### src/rtl/hazard_pkg.sv
// Shared types and constants for the pipeline hazard/forwarding controller.
//   FWD_*          : EX operand select encodings
//   shadow_entry_t : per-stage copy of the register tags the controller tracks
//   state_t        : memory-wait FSM states
//   tag_match      : dependency test of a source tag against a shadow entry
package hazard_pkg;

    // Tags are stored zero-extended to this width so the struct stays fixed;
    // the controller supports register address widths up to TAG_W.
    localparam int unsigned TAG_W = 8;

    localparam logic [1:0] FWD_RF  = 2'b00;
    localparam logic [1:0] FWD_MEM = 2'b01;
    localparam logic [1:0] FWD_WB  = 2'b10;

    typedef struct packed {
        logic             valid;
        logic [TAG_W-1:0] rd;
        logic [TAG_W-1:0] rs1;
        logic [TAG_W-1:0] rs2;
        logic             regwrite;
        logic             is_load;
        logic             is_store;
    } shadow_entry_t;

    typedef enum logic [0:0] {RUN, MEM_WAIT} state_t;

    // Register 0 never produces a dependency.
    function automatic logic tag_match(shadow_entry_t e, logic [TAG_W-1:0] src);
        return e.valid && e.regwrite && (e.rd != '0) && (e.rd == src);
    endfunction

endpackage

### src/rtl/hazard_shadow_reg.sv
// One shadow pipeline entry.
//   clk, reset : clock, asynchronous active-high reset
//   hold_i     : keep current contents
//   clear_i    : load an all-zero (invalid) entry; wins over hold_i
//   entry_i    : next entry when advancing
//   entry_o    : current entry
module hazard_shadow_reg
    import hazard_pkg::*;
(
    input  logic          clk,
    input  logic          reset,
    input  logic          hold_i,
    input  logic          clear_i,
    input  shadow_entry_t entry_i,
    output shadow_entry_t entry_o
);

    shadow_entry_t entry_q;

    always_ff @(posedge clk or posedge reset) begin
        if (reset) begin
            entry_q <= '0;
        end else if (clear_i) begin
            entry_q <= '0;
        end else if (!hold_i) begin
            entry_q <= entry_i;
        end
    end

    assign entry_o = entry_q;

endmodule

### src/rtl/hazard_ctrl_p.sv
// Hazard and forwarding controller for the 5-stage RV32 pipeline.
// Tracks EX/MEM/WB register tags in shadow entries and produces:
//   stall_if/stall_id/stall_ex/stall_mem : per-stage hold
//   flush_id, bubble_ex, bubble_wb       : NOP / bubble insertion
//   fwd_a/fwd_b                          : EX operand forwarding selects
//   byp_id_a/byp_id_b                    : WB-to-ID register file bypass
//   mem_timeout                          : sticky data-memory wait timeout
//   stall_cycles                         : saturating count of stall_if cycles
// Inputs are the ID-stage decode fields, br_taken and mem_ready.
module hazard_ctrl_p
    import hazard_pkg::*;
#(
    parameter int unsigned AW       = 5,
    parameter int unsigned MAX_WAIT = 15,
    parameter int unsigned CW       = 16
) (
    input  logic          clk,
    input  logic          reset,
    input  logic          id_valid,
    input  logic [AW-1:0] id_rs1,
    input  logic [AW-1:0] id_rs2,
    input  logic [AW-1:0] id_rd,
    input  logic          id_regwrite,
    input  logic          id_is_load,
    input  logic          id_is_store,
    input  logic          br_taken,
    input  logic          mem_ready,
    output logic          stall_if,
    output logic          stall_id,
    output logic          flush_id,
    output logic          stall_ex,
    output logic          bubble_ex,
    output logic          stall_mem,
    output logic          bubble_wb,
    output logic [1:0]    fwd_a,
    output logic [1:0]    fwd_b,
    output logic          byp_id_a,
    output logic          byp_id_b,
    output logic          mem_timeout,
    output logic [CW-1:0] stall_cycles
);

    localparam int unsigned WCW = ($clog2(MAX_WAIT + 1) > 0) ? $clog2(MAX_WAIT + 1) : 1;

    shadow_entry_t se, sm, sw, se_d;
    logic [TAG_W-1:0] rs1_x, rs2_x;
    logic freeze, load_use, sm_mem;

    state_t         state_q, state_d;
    logic [WCW-1:0] wait_cnt_q, wait_cnt_d;
    logic           mem_timeout_q, mem_timeout_d;
    logic [CW-1:0]  stall_cycles_q, stall_cycles_d;
    logic           flush_q, flush_d;

    assign rs1_x = TAG_W'(id_rs1);
    assign rs2_x = TAG_W'(id_rs2);

    assign sm_mem   = sm.valid & (sm.is_load | sm.is_store);
    assign freeze   = sm_mem & ~mem_ready;
    assign load_use = ~freeze & id_valid & se.is_load &
                      (tag_match(se, rs1_x) | tag_match(se, rs2_x));

    // The slot right after a flush holds the squashed instruction.
    always_comb begin
        se_d          = '0;
        se_d.valid    = id_valid & ~flush_q;
        se_d.rd       = TAG_W'(id_rd);
        se_d.rs1      = rs1_x;
        se_d.rs2      = rs2_x;
        se_d.regwrite = id_regwrite;
        se_d.is_load  = id_is_load;
        se_d.is_store = id_is_store;
    end

    hazard_shadow_reg u_se (
        .clk    (clk),
        .reset  (reset),
        .hold_i (freeze),
        .clear_i(load_use),
        .entry_i(se_d),
        .entry_o(se)
    );

    hazard_shadow_reg u_sm (
        .clk    (clk),
        .reset  (reset),
        .hold_i (freeze),
        .clear_i(1'b0),
        .entry_i(se),
        .entry_o(sm)
    );

    // WB drains during a freeze so its write is not repeated.
    hazard_shadow_reg u_sw (
        .clk    (clk),
        .reset  (reset),
        .hold_i (1'b0),
        .clear_i(freeze),
        .entry_i(sm),
        .entry_o(sw)
    );

    assign stall_if  = freeze | load_use;
    assign stall_id  = freeze | load_use;
    assign stall_ex  = freeze;
    assign stall_mem = freeze;
    assign bubble_wb = freeze;
    assign bubble_ex = load_use;
    assign flush_id  = br_taken & ~freeze & ~load_use;

    // Loads in MEM have no data yet; the load-use stall covers them.
    always_comb begin
        fwd_a = FWD_RF;
        if (tag_match(sm, se.rs1) && !sm.is_load) begin
            fwd_a = FWD_MEM;
        end else if (tag_match(sw, se.rs1)) begin
            fwd_a = FWD_WB;
        end
        fwd_b = FWD_RF;
        if (tag_match(sm, se.rs2) && !sm.is_load) begin
            fwd_b = FWD_MEM;
        end else if (tag_match(sw, se.rs2)) begin
            fwd_b = FWD_WB;
        end
    end

    assign byp_id_a = tag_match(sw, rs1_x);
    assign byp_id_b = tag_match(sw, rs2_x);

    always_comb begin
        state_d       = state_q;
        wait_cnt_d    = wait_cnt_q;
        mem_timeout_d = mem_timeout_q;
        unique case (state_q)
            RUN: begin
                wait_cnt_d = '0;
                if (freeze) begin
                    state_d = MEM_WAIT;
                end
            end
            MEM_WAIT: begin
                if (mem_ready) begin
                    state_d = RUN;
                end else begin
                    if (wait_cnt_q != WCW'(MAX_WAIT)) begin
                        wait_cnt_d = wait_cnt_q + 1'b1;
                    end
                    if (wait_cnt_d == WCW'(MAX_WAIT)) begin
                        mem_timeout_d = 1'b1;
                    end
                end
            end
            default: state_d = RUN;
        endcase
    end

    always_comb begin
        stall_cycles_d = stall_cycles_q;
        if (stall_if && (stall_cycles_q != '1)) begin
            stall_cycles_d = stall_cycles_q + 1'b1;
        end
    end

    // IF_ID is held during a freeze, so the flush marker must be held too.
    assign flush_d = freeze ? flush_q : flush_id;

    always_ff @(posedge clk or posedge reset) begin
        if (reset) begin
            state_q        <= RUN;
            wait_cnt_q     <= '0;
            mem_timeout_q  <= 1'b0;
            stall_cycles_q <= '0;
            flush_q        <= 1'b0;
        end else begin
            state_q        <= state_d;
            wait_cnt_q     <= wait_cnt_d;
            mem_timeout_q  <= mem_timeout_d;
            stall_cycles_q <= stall_cycles_d;
            flush_q        <= flush_d;
        end
    end

    assign mem_timeout  = mem_timeout_q;
    assign stall_cycles = stall_cycles_q;

endmodule

### config.mk
export PLATFORM = sky130hd
export DESIGN_NAME = hazard_ctrl_p
export DESIGN_NICKNAME = d
export VERILOG_FILES = /design/src/rtl/hazard_pkg.sv /design/src/rtl/hazard_shadow_reg.sv /design/src/rtl/hazard_ctrl_p.sv
export SDC_FILE = /design/constraint.sdc
export NUM_CORES = 1
export LEC_CHECK = 0
export ABC_CLOCK_PERIOD_IN_PS = 2900
export BUFFER_PORTS_ARGS = -buffer_cell sky130_fd_sc_hd__clkbuf_2
export CORE_MARGIN = 8
export CORE_UTILIZATION = 40
export CTS_CLUSTER_SIZE = 16
export DETAILED_ROUTE_END_ITERATION = 10
export HOLD_SLACK_MARGIN = 0.12
export PLACE_DENSITY = 0.71
export SLEW_MARGIN = 15
export SYNTH_ARGS = -nofsm -noshare
export SYNTH_HDL_FRONTEND = slang
export SYNTH_SLANG_ARGS = --single-unit
### constraint.sdc
create_clock -name clk -period 2.9 [get_ports clk]
set_input_delay 0 -clock clk [delete_from_list [all_inputs] [get_ports clk]]
set_output_delay 0 -clock clk [all_outputs]
set_load 0.02 [all_outputs]
# ---- Yosys cells after proc, flatten, opt, wreduce, memory -nomap -nowiden
# Index checks and enable logic that the tools add are counted.
dict set report totals {
  mem_bits_ro 0
  out_inout_bits 30
  latchBits 0
  inputBits 23
  register_bits 89
  memories 0
  ram_bits 0
}
dict set report classes {
  n_shift 0
  order_cmp 0
  n_addsub 2
  n_div 0
  n_bitwise 16
  n_eq_ne 13
  muxes 15
  n_mul 0
  reduce_logical 22
}
# cell count
set op_table {}
lappend op_table {{$mux W28} 3}
lappend op_table {{$eq A8 B5 Y1} 4}
lappend op_table {{$eq A8 B8 Y1} 4}
lappend op_table {{$reduce_bool A8 Y1} 3}
lappend op_table {{$logic_and A1 B1 Y1} 17}
lappend op_table {{$add A16 B1 Y16 const B} 1}
lappend op_table {{$mux W4} 4}
lappend op_table {{$ne A16 B16 Y1 const B} 1}
lappend op_table {{$and A1 B1 Y1} 8}
lappend op_table {{$mux W2} 4}
lappend op_table {{$pmux W4 S2} 1}
lappend op_table {{$not A1 Y1} 5}
lappend op_table {{$add A4 B1 Y4 const B} 1}
lappend op_table {{$eq A4 B4 Y1 const B} 1}
lappend op_table {{$ne A4 B4 Y1 const B} 1}
lappend op_table {{$or A1 B1 Y1} 3}
lappend op_table {{$reduce_and A3 Y1} 1}
lappend op_table {{$mux W1} 2}
lappend op_table {{$ne A2 B1 Y1 const B} 1}
lappend op_table {{$ne A2 B2 Y1 const B} 1}
lappend op_table {{$pmux W1 S2} 1}
lappend op_table {{$logic_not A1 Y1} 1}

# ---- Longest topological paths before layout
dict set report logic_depth {
  depth_word 9
  mapped_depth 8
  ltp_nobuf 7
}

# ---- Modules after synthesis
# Synthesis repeated with hierarchy kept, for this count alone.
dict set report hier_totals {
  cells_unflattened 483
  hier_area_um2 5367.6
}
# module cells_per_inst seq_area_each_um2 area_each_um2 instances
set modules_own_cells {}
lappend modules_own_cells {hazard_shadow_reg 91 700.7 1156.1 3}
lappend modules_own_cells {hazard_ctrl_p 210 575.6 1899.3 1}

# ---- Worst setup path after synthesis
# No wires, ideal clock.
dict set report synth_path {
  path_type {flip-flop to output port}
  startpoint {register u_sm.entry_q (netlist bit u_sm.entry_o[20])}
  endpoint {output port fwd_a[1]}
  path_stages_with_launch 5
  t_arrival_ps 1969
  required_time_ps 2900
  path_slack_ps 931
  cell_sequence {dfrtp_1 -> or4_1 -> o21ai_1 -> nor4_1 -> nor4_1}
}
dict set report synth_between {
  elab_chain_len 5
  elab_cells_between_ends 6
  classes_between {eq/ne: 1; mux: 1; reduce/logical: 4}
}
# element line_no
set synth_lines {}
lappend synth_lines {{start, declared} hazard_shadow_reg.sv:18} ;# shadow_entry_t entry_q;
lappend synth_lines {{start signal, assigned} hazard_shadow_reg.sv:26} ;# entry_q <= entry_i;
lappend synth_lines {{$reduce_bool A8 Y1} hazard_pkg.sv:30} ;# return e.valid && e.regwrite && (e.rd != '0) && (e.rd == src);
lappend synth_lines {{$logic_and A1 B1 Y1} hazard_pkg.sv:30}
lappend synth_lines {{$logic_and A1 B1 Y1 *} hazard_pkg.sv:30}
lappend synth_lines {{$logic_and A1 B1 Y1 *} hazard_ctrl_p.sv:114} ;# if (tag_match(sm, se.rs1) && !sm.is_load) begin
lappend synth_lines {{$mux W2 *} hazard_ctrl_p.sv:114}
lappend synth_lines {{end, declared} hazard_ctrl_p.sv:35} ;# output logic [1:0] fwd_a,
# Every way passes the cells marked *; elsewhere a longest branch is shown, timed or not.

# ---- Worst setup path after layout
dict set report layout_path {
  startpoint {register u_sm.entry_q (netlist bit u_sm.entry_o[1])}
  endpoint {output port bubble_ex}
}
dict set report layout_between {
  elab_chain_len 7
}
# element line_no
set layout_lines {}
lappend layout_lines {{$or A1 B1 Y1} hazard_ctrl_p.sv:58} ;# assign sm_mem = sm.valid & (sm.is_load | sm.is_store);
lappend layout_lines {{$and A1 B1 Y1} hazard_ctrl_p.sv:58}
lappend layout_lines {{$and A1 B1 Y1} hazard_ctrl_p.sv:59} ;# assign freeze = sm_mem & ~mem_ready;
lappend layout_lines {{$not A1 Y1} hazard_ctrl_p.sv:60} ;# assign load_use = ~freeze & id_valid & se.is_load &
lappend layout_lines {{$and A1 B1 Y1 (3 in series)} hazard_ctrl_p.sv:60}
lappend layout_lines {{end, declared} hazard_ctrl_p.sv:32} ;# output logic bubble_ex,
# No other way between the ends.

==> results.yml <==
grt:
  grt_pass1_vias: 2585
  antenna_found_initial: 0
  grt_pass1_wl_um: 11800
  grt_max_degree: 39
  grt-ovfl-total: 0
  grt_use_total: 0.143
cells_and_area:
  nNetsFinal: 417
  seq_area_um2: 1450
  multi_input_comb_area_um2: 1490
  nFillCells: 711
  layout-drive-gt1-share: 0.212
  antennaDiodeCount: 0
  areaGrowthSynthToFinish_pct: 25.0
  finalNonFillerCells: 498
synth:
  yosys_warnings: 0
  yosys-top-cells-count: "nand2_1 (70), dfrtp_1 (58), xor2_1 (29), xnor2_1 (23), o21ai_1 (20)"
  ys_seq_area_frac: 0.476
  synth_area_um2: 3050
  synthTopCellsByArea: "dfrtp_1 (48%), nand2_1 (8.6%), xor2_1 (8.3%)"
  synth_top_flop_cell: "dfrtp_1"
  ys_seq_elements: 58
  synth_area_per_cell_um2: 9.56
  ys_async_sr_fraction: 1.00
  synth.top_cell.area_share: 0.476
  synthMostInstantiatedCell: "nand2_1"
  synth_top_area_cell: "dfrtp_1"
  synth_nets: 344
  synth_edf_count: 0
  synth_cell_types: 49
  synthCells: 319
clock_tree:
  clkLatencyLatePin_ps: 330
  cts_buffers: 9
  cts_max_level: 3
  clockRootBuffer: "clkbuf_8"
  ctsHoldBuffers: 22
  clkTransAtPathRegs_ps: 60
  tritoncts: "done"
  cts.sinks: 58
  cts_setup_buffers: 0
  clockBufferDepth: 2
  cts_resized: 0
floorplanning:
  core_area_um2: 7570
  die_h_um: 103
  rows: 32
  die_area_um2: 10700
  dieWidth_um: 103
  boundaryPins: 53
  initial_core_util: 0.403
routing:
  vias: 2478
  drt.antenna.violating_nets: 0
  wl_met2_um: 3610
  drc_errors: 0
  drt_iter0_markers: 80
  wl_um: 7130
  wl_met3_um: 335
  wl_met1_um: 3130
  dr.max_layer_used: "met4"
  drtPass1Iterations: 4
  routed_via_density: 4.98
  routedWlPerCell_um: 14.3
placed_design:
  io_buffers: 52
  place_ws_ps: 894
  gp_congestion: 0.811
  dp.cells: 461
  hpwl_um: 5330
timing:
  fin_crit_ps: 2240
  max_freq_mhz: 447
  post-route-period-util: 0.771
  rsz0062_at_grt: "no"
  hold_viol_final: 0
  max_slew_margin: 0.569
  tns_ps: 0
  worst_pin_slew_ps: 647
  finalClockSkew_ps: 7.05
  setup_ws_ps: 664
  setup_viol: 0
  drv_slew: 0
setup_path:
  r2r_cells: 7
  crit_type: "reg -> out"
  cp-endpoint: "bubble_ex"
  r2r_end: "stall_cycles[1]"
  crit_fanout: 30
  crit_path_start_kind: "flip-flop"
  cp-end-kind: "output port"
  critical_path.startpoint: "u_sm.entry_o[1]"
  crit_required_ps: 2900
  reg2reg_from: "u_se.entry_o[20]"
  reg2reg_setup_slack_ps: 900
  cp.arrival_ps: 2240
pwr:
  power.density_nw_per_um2: 694
  p_leak_nw: 1.76
  ir_worst_vdd_uv: 599
flow_run:
  drv_cap: 0
min_path:
  min-delay-path-class: "in -> async"
status:
  status: "finished clean"
## metal layers
metal / global-route usage / vias to the layer above
li1: - / 1221
met1: 0.168 / 1190
met2: 0.242 / 59
met3: 0.0482 / 8
met4: 0.0434 / 0
met5: 0 / -
## stage by stage
step / power (W) / cell area, um2 / util / hold slack (ps)
after floorplan: 0.00169 / 3050 / - / 96.4
final: 0.00265 / 3810 / 0.504 / 192
after CTS: 0.00268 / 3810 / 0.504 / 179
after global routing: 0.00281 / 3810 / 0.504 / 230
after detailed placement: 0.00189 / 3390 / 0.448 / 5.84
after global placement: 0.00186 / 3390 / 0.448 / 3.15
## how the worst min path moves through the flow
stage                     startpoint               to  slack (ps)  cells after the start
after floorplan            mem_ready          state_q         100                      1
after global placement         reset    wait_cnt_q[0]           3                      2
after detailed placement       reset  stall_cycles[3]           6                      2
after CTS                      reset  stall_cycles[5]         180                      3
after global routing           reset  stall_cycles[5]         230                      3
final                          reset  stall_cycles[4]         190                      3
## registers in the layout, summed over array words and instances (netlist names)
register      cells
u_sm.entry_o      9
u_se.entry_o     19
u_sw.entry_o      7
mem_timeout       1
state_q           1
stall_cycles     16
flush_q           1
wait_cnt_q        4
## cells in the final DEF (no fill, tap or decap), types with 6 or more instances in the layout
cell,n
and2_1,7
and3_1,6
clkbuf_2,52
clkbuf_8,12
dfrtp_1,58
dlygate4sd3_1,22
nand2_1,70
nand3_1,11
nand4_1,7
nor2_1,9
nor3_1,6
nor4_1,6
o21ai_1,20
xnor2_1,23
xor2_1,29
## cell families (layout without fill, tap and decap cells)
kind of cell               count (synthesis)  in the layout  synth area share
AOI/OAI and AO/OA                         42             42            0.0972
buffers and inverters                     23            100            0.0357
muxes                                      3              3            0.0107
and+or+nand+nor                          139            139             0.223
xor gates and xnor gates                  52             52             0.149
DFF                                       58             58             0.476
adders and majority gates                  2              2           0.00820
## where the power goes
| part | internal [W] | switching, W |
|---|---|---|
| clock | 0.000461 | 0.000292 |
| sequential | 0.000971 | 0.000226 |
| combinational | 0.000309 | 0.000387 |
## worst max-delay path: stages, from the launching register on
cell and delay, ps:
dfrtp_1 400, o21ai_2 550, inv_2 390, nor3_1 330, clkbuf_2 220
## final cells by class
type | instances | share of cell area
inverter | 7 | 0.00755
tap | 102 | 0.0335
clock inverter | 2 | 0.00919
clock buffer | 13 | 0.0443
sequential | 58 | 0.381
multi-input combinational | 238 | 0.391
timing repair buffer | 78 | 0.134
No activity file was read; power rests on OpenSTA's default activity.
